## src/rtl/mux_pipe_pkg.sv

```systemverilog
// Shared definitions for the pipelined N:1 operand select: FSM encoding and beat sizing.
package mux_pipe_pkg;

    // Encoding 2'd3 is unused and recovers to EMPTY.
    typedef enum logic [1:0] {
        EMPTY = 2'd0,
        FULL  = 2'd1,
        SKID  = 2'd2
    } state_t;

    // A stored beat is {data, sel, err}.
    function automatic int beat_w(input int width, input int sel_w);
        return width + sel_w + 1;
    endfunction

endpackage

```

## src/rtl/mux_nto1.sv

```systemverilog
// Combinational N:1 channel select; an out-of-range select yields zero data with err set.
module mux_nto1 #(
    parameter int WIDTH = 32,
    parameter int N     = 4,
    parameter int SEL_W = $clog2(N)
) (
    input  logic [N*WIDTH-1:0] in_data,
    input  logic [SEL_W-1:0]   in_sel,
    output logic [WIDTH-1:0]   data,
    output logic               err
);

    // err is "no channel matched", so no compare against N is needed.
    always_comb begin
        data = '0;
        err  = 1'b1;
        for (int unsigned k = 0; k < N; k++) begin
            if (in_sel == SEL_W'(k)) begin
                data = in_data[k*WIDTH +: WIDTH];
                err  = 1'b0;
            end
        end
    end

endmodule

```

## src/rtl/mux_pipe_nto1.sv

```systemverilog
// Registered N:1 datapath select with valid/ready handshake and a one-entry skid buffer.
module mux_pipe_nto1 #(
    parameter int WIDTH = 32,
    parameter int N     = 4,
    parameter int SEL_W = $clog2(N)
) (
    input  logic               clk,
    input  logic               rst_n,
    input  logic [N*WIDTH-1:0] in_data,
    input  logic [SEL_W-1:0]   in_sel,
    input  logic               in_valid,
    output logic               in_ready,
    output logic [WIDTH-1:0]   out_data,
    output logic [SEL_W-1:0]   out_sel,
    output logic               out_err,
    output logic               out_valid,
    input  logic               out_ready
);
    import mux_pipe_pkg::*;

    localparam int BW = beat_w(WIDTH, SEL_W);

    if (N < 2) begin : g_bad_n
        $error("mux_pipe_nto1: N must be at least 2");
    end

    state_t            state;
    logic [BW-1:0]     main_q;
    logic [BW-1:0]     skid_q;
    logic [BW-1:0]     new_beat;
    logic [WIDTH-1:0]  mux_data;
    logic              mux_err;
    logic              in_fire;
    logic              out_fire;

    mux_nto1 #(
        .WIDTH (WIDTH),
        .N     (N),
        .SEL_W (SEL_W)
    ) u_mux (
        .in_data (in_data),
        .in_sel  (in_sel),
        .data    (mux_data),
        .err     (mux_err)
    );

    assign new_beat = {mux_data, in_sel, mux_err};

    // Handshake outputs decode the state register only: no comb path from in_valid/out_ready.
    assign in_ready  = (state != SKID);
    assign out_valid = (state != EMPTY);
    assign in_fire   = in_valid & in_ready;
    assign out_fire  = out_valid & out_ready;

    assign out_data = main_q[BW-1 -: WIDTH];
    assign out_sel  = main_q[1 +: SEL_W];
    assign out_err  = main_q[0];

    always_ff @(posedge clk) begin
        if (!rst_n) begin
            state  <= EMPTY;
            main_q <= '0;
        end else begin
            case (state)
                EMPTY: begin
                    if (in_fire) begin
                        main_q <= new_beat;
                        state  <= FULL;
                    end
                end
                FULL: begin
                    if (in_fire && out_fire) begin
                        main_q <= new_beat;
                    end else if (in_fire) begin
                        skid_q <= new_beat;
                        state  <= SKID;
                    end else if (out_fire) begin
                        state  <= EMPTY;
                    end
                end
                SKID: begin
                    if (out_fire) begin
                        main_q <= skid_q;
                        state  <= FULL;
                    end
                end
                default: state <= EMPTY;
            endcase
        end
    end

endmodule

```

## config.mk

```make
export PLATFORM = sky130hd
export DESIGN_NAME = mux_pipe_nto1
export DESIGN_NICKNAME = d
export VERILOG_FILES = /design/src/rtl/mux_pipe_pkg.sv /design/src/rtl/mux_nto1.sv /design/src/rtl/mux_pipe_nto1.sv
export SDC_FILE = /design/constraint.sdc
export NUM_CORES = 1
export LEC_CHECK = 0
export ABC_CLOCK_PERIOD_IN_PS = 4000
export CORE_ASPECT_RATIO = 2
export CORE_MARGIN = 5
export CORE_UTILIZATION = 35
export DETAILED_ROUTE_END_ITERATION = 16
export GPL_ROUTABILITY_DRIVEN = 0
export MAX_ROUTING_LAYER = met4
export PLACE_DENSITY = 0.83
export REMOVE_ABC_BUFFERS = 1
export SLEW_MARGIN = 20
export SYNTH_ARGS = -nofsm -noshare
export SYNTH_HDL_FRONTEND = slang
export SYNTH_SLANG_ARGS = --single-unit
```

## constraint.sdc

```tcl
create_clock -name clk -period 4 [get_ports clk]
set_input_delay 0.4 -clock clk [delete_from_list [all_inputs] [get_ports clk]]
set_output_delay 0.4 -clock clk [all_outputs]
set_load 0.05 [all_outputs]
```

Yosys cells after proc, flatten, opt, wreduce, memory -nomap -nowiden
Cells that the tools add are included.
{"block": "word_totals", "in_bits": 134, "word_cells": 43, "regBits": 72}
{"block": "op_classes", "reduce_logical": 8, "n_eq_ne": 11, "mux": 18, "n_bitwise": 3}
{"cell": "$mux 32", "n": 4}
{"cell": "$mux 35", "n": 3}
{"cell": "$pmux 35 s3", "n": 1}
{"cell": "$reduce_and 4->1", "n": 3}
{"cell": "$mux 2", "n": 5}
{"cell": "$ne 2x2->1 const B", "n": 5}
{"cell": "$eq 2x2->1 const B", "n": 3}
{"cell": "$pmux 2 s3", "n": 1}
{"cell": "$eq 2x1->1 const B", "n": 2}
{"cell": "$logic_not 2->1", "n": 2}
{"cell": "$mux 1", "n": 4}
{"cell": "$ne 3x3->1 const B", "n": 1}
{"cell": "$reduce_bool 3->1", "n": 1}
{"cell": "$and 1x1->1", "n": 2}
{"cell": "$reduce_bool 2->1", "n": 1}
{"cell": "$logic_and 1x1->1", "n": 1}
{"cell": "$not 1->1", "n": 1}

Depth between registers and ports, before layout
Gate-level depths: netlist of run 1.
{"block": "depth", "word_depth": 7, "mapped_depth": 6, "depth_no_buf": 4}

Cells and area by module
From an unflattened synthesis of run 1, not the netlist that was laid out.
{"block": "unflattened", "cells_unflattened": 259, "hier_area_um2": 3893.7}
{"mod": "mux_pipe_nto1", "cells_per_inst": 218, "area_each_um2": 3067.9, "instances": 1}
{"mod": "mux_nto1", "cells_per_inst": 41, "area_each_um2": 825.8, "instances": 1}

Least setup slack after synthesis of run 1
Ideal clock, no wire load.
{"block": "synth_timing", "path_kind": "input to register", "from": "input out_ready", "to": "register skid_q[0] (enable)", "arrival_time_ns": 3.359, "stages": 4, "setup_ns": 0.471, "path_slack_ns": 0.170, "n_path_buf": 2, "cell_sequence": "nand2b_1 buf_2 buf_1 nor3_1"}
{"block": "synth_via", "elab_chain_len": 4}
{"item": "start: declaration", "line_no": "mux_pipe_nto1.sv:17", "rtl": "input logic out_ready"}
{"item": "$and 1x1->1", "line_no": "mux_pipe_nto1.sv:53", "rtl": "assign out_fire = out_valid & out_ready;"}
{"item": "$logic_and 1x1->1", "line_no": "mux_pipe_nto1.sv:72", "rtl": "if (in_fire && out_fire) begin"}
{"item": "$not 1->1 (no source line)"}
{"item": "$reduce_and 4->1 (no source line)"}
{"item": "end signal: assignment", "line_no": "mux_pipe_nto1.sv:75", "rtl": "skid_q <= new_beat;"}
{"item": "end: declaration", "line_no": "mux_pipe_nto1.sv:29", "rtl": "logic [BW-1:0] skid_q;"}
Every way passes these cells.
A chain may end at the register's enable or synchronous reset.

Worst setup path in the final report of run 1
{"block": "layout_timing", "from": "register state[1]", "to": "output in_ready"}
{"block": "layout_via", "elab_chain_len": 1}
{"item": "start: declaration", "line_no": "mux_pipe_nto1.sv:27", "rtl": "state_t state;"}
{"item": "start signal: assignment", "line_no": "mux_pipe_nto1.sv:61", "rtl": "state <= EMPTY;"}
{"item": "start signal: assignment", "line_no": "mux_pipe_nto1.sv:68", "rtl": "state <= FULL;"}
{"item": "start signal: assignment", "line_no": "mux_pipe_nto1.sv:76", "rtl": "state <= SKID;"}
{"item": "$ne 2x2->1", "line_no": "mux_pipe_nto1.sv:50", "rtl": "assign in_ready = (state != SKID);"}
{"item": "end: declaration", "line_no": "mux_pipe_nto1.sv:12", "rtl": "output logic in_ready,"}
Every way passes these cells.

==> results_dict.tcl, run 1 <==
set metrics [dict create \
    run_status "finished clean" \
    netlist_area_mm2 0.00378 \
    r2r_start "state[1]$_SDFFE_PN0P_" \
    ant_nets 0 \
    cp_cell_sequence "nor2b_4 > clkinv_2 > clkdlybuf4s50_1" \
    dp_cells 575 \
    ys_warn_count 0 \
    period_share_pct 70.1 \
    syn2layout_area_growth_pct 52.9 \
    chipWidth_um 83.5 \
    path_class "register to output pin" \
    fmax_ghz 0.357 \
    drv_cap 0 \
    fin_area_mm2 0.00578 \
    synth_cells 297 \
    drive_above_1_share_pct 17.4 \
    antenna_found_initial 1 \
    r2r-end "main_q[32]$_SDFFE_PN0P_" \
    start_util_pct 35.8 \
    critical_path.max_fanout 35 \
    grt_max_degree 38 \
    root_buffer "clkbuf_16" \
    grt_pass1_wl_um 18200 \
    worst_r2r_path_depth 3 \
    cp-end-kind "output pin" \
    crit_path_end "in_ready" \
    relSlewSlack_pct 43.8 \
    critical-path-top-delay-family "buffers and inverters" \
    num_vias 3201 \
    finClkSkew_ns 0.00711 \
    hold_path_class "register to register" \
    crit_buf_inv 2 \
    viasPerCell 5.42 \
    r2r_setup_slack_ns 1.68 \
    clk_latency_ns 0.33 \
    ioPinCount 171 \
    postCtsHoldBufs 0 \
    die_h_um 157 \
    synth-seq-cells 72 \
    synth_cell_types 26 \
    setup_viol 0 \
    layout.cells.non_filler 591 \
    slowest_stage "clkdlybuf4s50_1" \
    ir_drop_v 0.000243 \
    setup_tns_ns 0 \
    post_cts_resize_count 0 \
    min_period_ns 2.80 \
    multiInputGateArea_mm2 0.00180 \
    powerDensity_mw_per_mm2 369 \
    drt-initial-drc-count 282 \
    grt_util_all_layers_pct 18.4 \
    max_stage_delay_ns 0.87 \
    finalHoldViolations 0 \
    grt_pass1_vias 3556 \
    drcViolationCount 0 \
    grt_overflow 0 \
    placed_area_mm2 0.00551 \
    crit_start "state[1]$_SDFFE_PN0P_" \
    avgSynthCellArea_um2 12.7 \
    path_clk_slew_ns 0.05 \
    htreeDepth 3 \
    mostFrequentLayoutCells "clkdlybuf4s50_1, nand2_1, dfxtp_1" \
    final_common_cell "clkdlybuf4s50_1" \
    p_leak_nw 1.95 \
    io_buffers 170 \
    arrival_ns 2.40 \
    wl_um 11700 \
    cp.depth 3 \
    drt_pass1_iterations 4 \
    num-fill-cells 860 \
    slew_violations 0 \
    hpwl_um 8770 \
    numCtsBuffers 9 \
    fin_hold_ws_ns 0.553 \
    dieArea_mm2 0.0131 \
    fp.coreArea_mm2 0.0105 \
    crit_required_ns 3.60 \
    rsz0062_at_grt "false" \
    regArea_mm2 0.00179 \
    cts_setup_buffers 0 \
    cts_tree "built" \
    fin_nets 583 \
    ys_seq_area_share_pct 47.4 \
    tightest_slew_ns 0.843 \
    rows 53 \
    fin_util_pct 54.8 \
    start_kind "register" \
    wl_per_cell_um 19.9 \
    clk_path_buf_depth 2 \
    clock_sinks 72 \
]
[kinds of logic after synthesis]
| kind of cell | synth area share (%) |
|---|---|
| buf+inv | 5.50 |
| other cells | 0.0992 |
| flops | 47.4 |
| simple gates | 8.77 |
| mux | 19.1 |
| compound gates | 19.1 |
[routing by layer]
metal	GRT usage, %	wire length (um)	up-vias	share of wire [%]
li1	-	-	1482	-
met1	18.3	3860	1573	33
met2	33.8	6770	122	58
met3	4.82	757	24	6.4
met4	7.44	357	0	3.0
met5	-	0	-	0
[layout make-up]
cell class | instances | area share [%]
antenna | 1 | 0.0433
clock buffer | 14 | 4.57
clock inverter | 1 | 0.0649
inverter | 3 | 0.216
multi-input combinational | 188 | 31.2
sequential | 72 | 31.0
tap | 137 | 2.97
timing repair buffer | 175 | 29.9
[cell usage after synthesis]
cell type  count  area, um^2
edfxtp_1      35        1050
a311oi_2      20         300
clkinv_1       1        3.75
buf_6          6        67.6
or2_2          1        6.26
a311oi_1      14         123
and4b_1        1        10.0
and3b_1        1        8.76
clkinv_2       1        5.00
a21o_1         1        7.51
a21oi_1        3        15.0
mux4_2        32         721
clkbuf_1      15        56.3
nor3_1         2        10.0
buf_1          3        11.3
o21a_1         2        15.0
or3b_2         1        8.76
buf_4          4        30.0
conb_1         1        3.75
nand2_1       70         263
nor2b_1        2        12.5
nand2b_1       2        12.5
a211oi_1      35         263
dfxtp_1       37         741
inv_1          1        3.75
buf_2          6        30.0
[flip-flops by register name (all words and copies together), names as in the netlist]
name,count
main_q,35
skid_q,35
state,2
[worst min-delay path by stage]
stage                          from                       to  depth (start not counted)
6_report        skid_q[2]$_DFFE_PP_   main_q[2]$_SDFFE_PN0P_                          2
2_1_floorplan             out_ready    state[1]$_SDFFE_PN0P_                          1
3_5_place_dp   skid_q[30]$_DFFE_PP_  main_q[30]$_SDFFE_PN0P_                          2
5_1_grt         skid_q[4]$_DFFE_PP_   main_q[4]$_SDFFE_PN0P_                          2
4_1_cts         skid_q[2]$_DFFE_PP_   main_q[2]$_SDFFE_PN0P_                          2
3_3_place_gp    skid_q[2]$_DFFE_PP_   main_q[2]$_SDFFE_PN0P_                          2
[where the power goes]
part,switching [mW],leakage [nW],internal [mW]
clock network,0.275,0.130,0.448
registers,0.0264,0.623,0.821
logic,0.286,1.20,0.275
[per-stage QoR]
step                setup slack [ns]  total power [mW]
floorplan                     -0.277              1.15
finish                          1.20              2.13
global placement                1.26              1.41
global route                    1.08              2.21
CTS                             1.19              2.15
detailed placement              1.18              1.43
[worst reg2reg max path, delay by kind of cell, from the launching register on]
kind	cells	cell delay, ns
simple gates	1	0.69
compound gates	2	0.98
flops	1	0.47
Note: power is estimated with default switching activity, not from simulation.
==> run 2, diff against run 1 <==
--- a/config.mk
+++ b/config.mk
@@ -5,14 +5,14 @@
 export SDC_FILE = /design/constraint.sdc
 export NUM_CORES = 1
 export LEC_CHECK = 0
-export ABC_CLOCK_PERIOD_IN_PS = 4000
+export ABC_CLOCK_PERIOD_IN_PS = 2880
 export CORE_ASPECT_RATIO = 2
 export CORE_MARGIN = 5
 export CORE_UTILIZATION = 35
 export DETAILED_ROUTE_END_ITERATION = 16
 export GPL_ROUTABILITY_DRIVEN = 0
 export MAX_ROUTING_LAYER = met4
-export PLACE_DENSITY = 0.83
+export PLACE_DENSITY = 0.8
 export REMOVE_ABC_BUFFERS = 1
 export SLEW_MARGIN = 20
 export SYNTH_ARGS = -nofsm -noshare
==> constraint.sdc (replaced) <==
create_clock -name clk -period 2.88 [get_ports clk]
set_input_delay 0.288 -clock clk [delete_from_list [all_inputs] [get_ports clk]]
set_output_delay 0.288 -clock clk [all_outputs]
set_load 0.05 [all_outputs]
==> results_dict.tcl, run 2 (synthesized netlist as in run 1, its figures left out) <==
set metrics [dict create \
    run_status "finished clean" \
    wl_per_cell_um 19.7 \
    antenna_found_initial 0 \
    start_kind "register" \
    slew_violations 0 \
    slowest_stage "dfxtp_1" \
    setup_tns_ns 0 \
    hpwl_um 8570 \
    num-fill-cells 873 \
    period_share_pct 74.1 \
    num_vias 3264 \
    root_buffer "clkbuf_16" \
    finClkSkew_ns 0.00358 \
    cts_tree "built" \
    grt_max_degree 37 \
    drive_above_1_share_pct 18.0 \
    finalHoldViolations 0 \
    ir_drop_v 0.000328 \
    drt-initial-drc-count 239 \
    drt_pass1_iterations 4 \
    numCtsBuffers 9 \
    worst_r2r_path_depth 3 \
    fin_nets 585 \
    placed_area_mm2 0.00552 \
    wl_um 11700 \
    setup_viol 0 \
    crit_start "state[1]$_SDFFE_PN0P_" \
    syn2layout_area_growth_pct 53.3 \
    rows 53 \
    io_buffers 170 \
    mostFrequentLayoutCells "clkdlybuf4s50_1, nand2_1, dfxtp_1" \
    arrival_ns 1.85 \
    r2r_setup_slack_ns 0.99 \
    p_leak_nw 1.96 \
    r2r-end "main_q[17]$_SDFFE_PN0P_" \
    grt_util_all_layers_pct 18.3 \
    crit_path_end "in_ready" \
    grt_pass1_vias 3612 \
    final_common_cell "clkdlybuf4s50_1" \
    clk_latency_ns 0.32 \
    ant_nets 0 \
    tightest_slew_ns 0.876 \
    ioPinCount 171 \
    max_stage_delay_ns 0.48 \
    htreeDepth 3 \
    grt_overflow 0 \
    dieArea_mm2 0.0131 \
    power_mw 2.96 \
    postCtsHoldBufs 0 \
    post_cts_resize_count 0 \
    path_clk_slew_ns 0.05 \
    cp_cell_sequence "nor2b_4 > clkinv_2 > buf_4" \
    cts_setup_buffers 0 \
    fin_hold_ws_ns 0.551 \
    cp.depth 3 \
    viasPerCell 5.50 \
    largest_registers "main_q (35), skid_q (35), state (2)" \
    crit_required_ns 2.59 \
    start_util_pct 35.8 \
    clk_path_buf_depth 2 \
    min_period_ns 2.13 \
    relSlewSlack_pct 41.6 \
    insertedDiodeCount 0 \
    chipWidth_um 83.5 \
    drv_cap 0 \
    fp.coreArea_mm2 0.0105 \
    crit_buf_inv 2 \
    clock_sinks 72 \
    hold_path_class "register to register" \
    grt_pass1_wl_um 18200 \
    cp-end-kind "output pin" \
    rsz0062_at_grt "false" \
    drcViolationCount 0 \
    critical_path.max_fanout 35 \
    fmax_ghz 0.469 \
    path_class "register to output pin" \
    fin_area_mm2 0.00579 \
    powerDensity_mw_per_mm2 512 \
    r2r_start "state[0]$_SDFFE_PN0P_" \
    critical-path-top-delay-family "buffers and inverters" \
    die_h_um 157 \
]
## run 2: changes by cell type in the layout (fill, tap and decap cells not counted), sizes merged
cell | before | now
buf | 7 | 10
clkbuf | 14 | 16
clkdlybuf4s50 | 168 | 167
clkinv | 3 | 2
diode | 1 | 0
## run 2: where the power goes
part           leakage [nW]  internal (mW)  switching [mW]  total (mW)
clock network         0.131          0.631           0.371        1.00
logic                  1.21          0.384           0.401       0.785
registers             0.623           1.14          0.0352        1.18
total                  1.96           2.16           0.808        2.96
## run 2: through the flow
step	setup slack, ns	utilization (%)	std cells
after global placement	0.576	52.4	577
after global routing	0.637	54.9	593
final	0.747	54.9	593
after CTS	0.722	54.9	593
after detailed placement	0.463	52.4	577
after floorplan	-1.28	-	263
## run 2: worst min-delay path, stage by stage (launching register included)
cell      delay (ns)
edfxtp_1        0.35
nand2_1         0.06
a311oi_1        0.08
## run 2: how the worst min path moves through the flow
stage                              start                 endpoint  slack, ns  depth (start not counted)
floorplan                      out_ready    state[1]$_SDFFE_PN0P_       0.37                          1
global placement    skid_q[28]$_DFFE_PP_  main_q[28]$_SDFFE_PN0P_       0.53                          2
detailed placement   skid_q[2]$_DFFE_PP_   main_q[2]$_SDFFE_PN0P_       0.54                          2
CTS                  skid_q[2]$_DFFE_PP_   main_q[2]$_SDFFE_PN0P_       0.55                          2
global route         skid_q[6]$_DFFE_PP_   main_q[6]$_SDFFE_PN0P_       0.57                          2
finish              skid_q[29]$_DFFE_PP_  main_q[29]$_SDFFE_PN0P_       0.55                          2
## run 2: final cells by class
type / instances / area, um^2 / share of cell area (%)
Sequential cell: 72 / 1790 / 30.9
Multi-Input combinational cell: 188 / 1800 / 31.1
Tap cell: 137 / 171 / 2.96
Timing Repair Buffer: 177 / 1740 / 30.1
Inverter: 3 / 12.5 / 0.216
Clock buffer: 16 / 272 / 4.69
## run 2: routing by layer
metal  vias up  wire length [um]  GRT usage, %
met2       115              6710          33.7
met3        33               540          3.25
li1       1489                 -             -
met1      1627              3860          17.6
met5         -                 0             -
met4         0               573          10.9
==> run 3, diff against run 2 <==
--- a/config.mk
+++ b/config.mk
@@ -5,14 +5,14 @@
 export SDC_FILE = /design/constraint.sdc
 export NUM_CORES = 1
 export LEC_CHECK = 0
-export ABC_CLOCK_PERIOD_IN_PS = 2880
+export ABC_CLOCK_PERIOD_IN_PS = 1750
 export CORE_ASPECT_RATIO = 2
 export CORE_MARGIN = 5
 export CORE_UTILIZATION = 35
 export DETAILED_ROUTE_END_ITERATION = 16
 export GPL_ROUTABILITY_DRIVEN = 0
 export MAX_ROUTING_LAYER = met4
-export PLACE_DENSITY = 0.8
+export PLACE_DENSITY = 0.83
 export REMOVE_ABC_BUFFERS = 1
 export SLEW_MARGIN = 20
 export SYNTH_ARGS = -nofsm -noshare
==> constraint.sdc (replaced) <==
create_clock -name clk -period 1.75 [get_ports clk]
set_input_delay 0.175 -clock clk [delete_from_list [all_inputs] [get_ports clk]]
set_output_delay 0.175 -clock clk [all_outputs]
set_load 0.05 [all_outputs]
==> results_dict.tcl, run 3 (synthesized netlist as in run 1, its figures left out) <==
set metrics [dict create \
    run_status "finished clean" \
    hpwl_um 8780 \
    antenna_found_initial 1 \
    die_h_um 157 \
    largest_registers "main_q (35), skid_q (35), state (2)" \
    chipWidth_um 83.5 \
    start_util_pct 35.8 \
    mostFrequentLayoutCells "clkdlybuf4s50_1, nand2_1, dfxtp_1" \
    grt_pass1_vias 3590 \
    crit_start "main_q[4]$_SDFFE_PN0P_" \
    slew_violations 0 \
    cts_setup_buffers 0 \
    drv_cap 0 \
    grt_max_degree 37 \
    fin_nets 592 \
    crit_path_end "out_data[1]" \
    setup_tns_ns 0 \
    grt_util_all_layers_pct 18.3 \
    wl_um 11900 \
    io_buffers 170 \
    start_kind "register" \
    period_share_pct 96.8 \
    grt_overflow 0 \
    syn2layout_area_growth_pct 55.5 \
    path_clk_slew_ns 0.05 \
    rows 53 \
    ioPinCount 171 \
    crit_required_ns 1.57 \
    fp.coreArea_mm2 0.0105 \
    ir_drop_v 0.000576 \
    crit_buf_inv 1 \
    cp-end-kind "output pin" \
    ant_nets 0 \
    viasPerCell 5.48 \
    grt_util_met3_pct 4.50 \
    finClkSkew_ns 0.00473 \
    grt_pass1_wl_um 18200 \
    slowest_stage "clkdlybuf4s50_1" \
    clk_path_buf_depth 2 \
    setup_viol 0 \
    cp.depth 1 \
    final_common_cell "clkdlybuf4s50_1" \
    cts_tree "built" \
    powerDensity_mw_per_mm2 828 \
    critical-path-top-delay-family "buffers and inverters" \
    use_met2_pct 33.3 \
    drive_above_1_share_pct 22.5 \
    clk_latency_ns 0.33 \
    drt_pass1_iterations 6 \
    max_stage_delay_ns 0.84 \
    dieArea_mm2 0.0131 \
    drcViolationCount 0 \
    tightest_slew_ns 0.547 \
    wl_per_cell_um 19.8 \
    r2r_start "state[0]$_SDFFE_PN0P_" \
    clock_sinks 72 \
    grt_most_used_layer "met2" \
    r2r_setup_slack_ns 0.22 \
    r2r-end "main_q[27]$_SDFFE_PN0P_" \
    numCtsBuffers 9 \
    power_mw 4.87 \
    num-fill-cells 877 \
    drt-initial-drc-count 233 \
    p_leak_nw 2.04 \
    worst_r2r_path_depth 4 \
    arrival_ns 1.52 \
    postCtsHoldBufs 0 \
    critical_path.max_fanout 2 \
    cp_cell_sequence "clkdlybuf4s50_1" \
    fmax_ghz 0.590 \
    min_period_ns 1.69 \
    hold_path_class "input port to register" \
    root_buffer "clkbuf_16" \
    relSlewSlack_pct 63.4 \
    grtUsageMet1_pct 18.1 \
    rsz0062_at_grt "false" \
    num_vias 3292 \
    htreeDepth 3 \
    finalHoldViolations 0 \
    path_class "register to output pin" \
]
run 3: layout make-up:
class | instances | area (um^2) | area share [%]
flip-flops and latches | 72 | 1790 | 30.5
multi-input cells | 188 | 1800 | 30.7
diodes | 1 | 2.50 | 0.0426
well taps | 137 | 171 | 2.92
clock inverters | 1 | 3.75 | 0.0639
clock buffers | 15 | 258 | 4.39
repair buffers | 184 | 1830 | 31.1
inverters | 3 | 16.3 | 0.277
run 3: repair_timing:
item,in CTS,in global routing
endpoints found under the setup margin,1,0
resized for setup,1,0
endpoints found under the hold margin,0,0
run 3: worst reg2reg max path, cell delays in order (launching register included):
cell	delay [ns]
dfxtp_1	0.49
and3b_2	0.28
a21o_2	0.24
buf_12	0.17
a311oi_1	0.27
run 3: layer usage:
| layer | share of wire [%] | vias to the layer above |
|---|---|---|
| li1 | - | 1503 |
| met1 | 34 | 1621 |
| met2 | 57 | 147 |
| met3 | 6.2 | 21 |
| met4 | 2.6 | 0 |
| met5 | 0 | - |
run 3: power breakdown:
part / switching, mW / internal (mW) / total [mW]
logic: 0.669 / 0.650 / 1.32
registers: 0.0542 / 1.88 / 1.93
clock network: 0.621 / 0.995 / 1.62
total: 1.34 / 3.52 / 4.87
run 3: worst min-delay path by stage:
stage | from | to | slack, ns | cells after the start
3_3_place_gp | skid_q[2]$_DFFE_PP_ | main_q[2]$_SDFFE_PN0P_ | 0.53 | 2
2_1_floorplan | out_ready | state[1]$_SDFFE_PN0P_ | 0.25 | 1
4_1_cts | in_sel[1] | skid_q[2]$_DFFE_PP_ | 0.33 | 2
5_1_grt | in_sel[1] | skid_q[2]$_DFFE_PP_ | 0.34 | 2
6_report | in_sel[1] | skid_q[2]$_DFFE_PP_ | 0.33 | 2
3_5_place_dp | skid_q[1]$_DFFE_PP_ | main_q[1]$_SDFFE_PN0P_ | 0.54 | 2
run 3: metrics by stage:
| stage | cells | setup slack (ns) | hold slack, ns | instance area [um^2] | utilization [%] |
|---|---|---|---|---|---|
| final | 601 | 0.0553 | 0.332 | 5880 | 55.7 |
| after global routing | 601 | 0.0317 | 0.342 | 5880 | 55.7 |
| after CTS | 600 | 0.0533 | 0.332 | 5870 | 55.7 |
| after detailed placement | 584 | -0.0376 | 0.542 | 5610 | 53.2 |
| after global placement | 584 | 0.0119 | 0.529 | 5610 | 53.2 |
| after floorplan | 263 | -2.30 | 0.254 | 3580 | - |
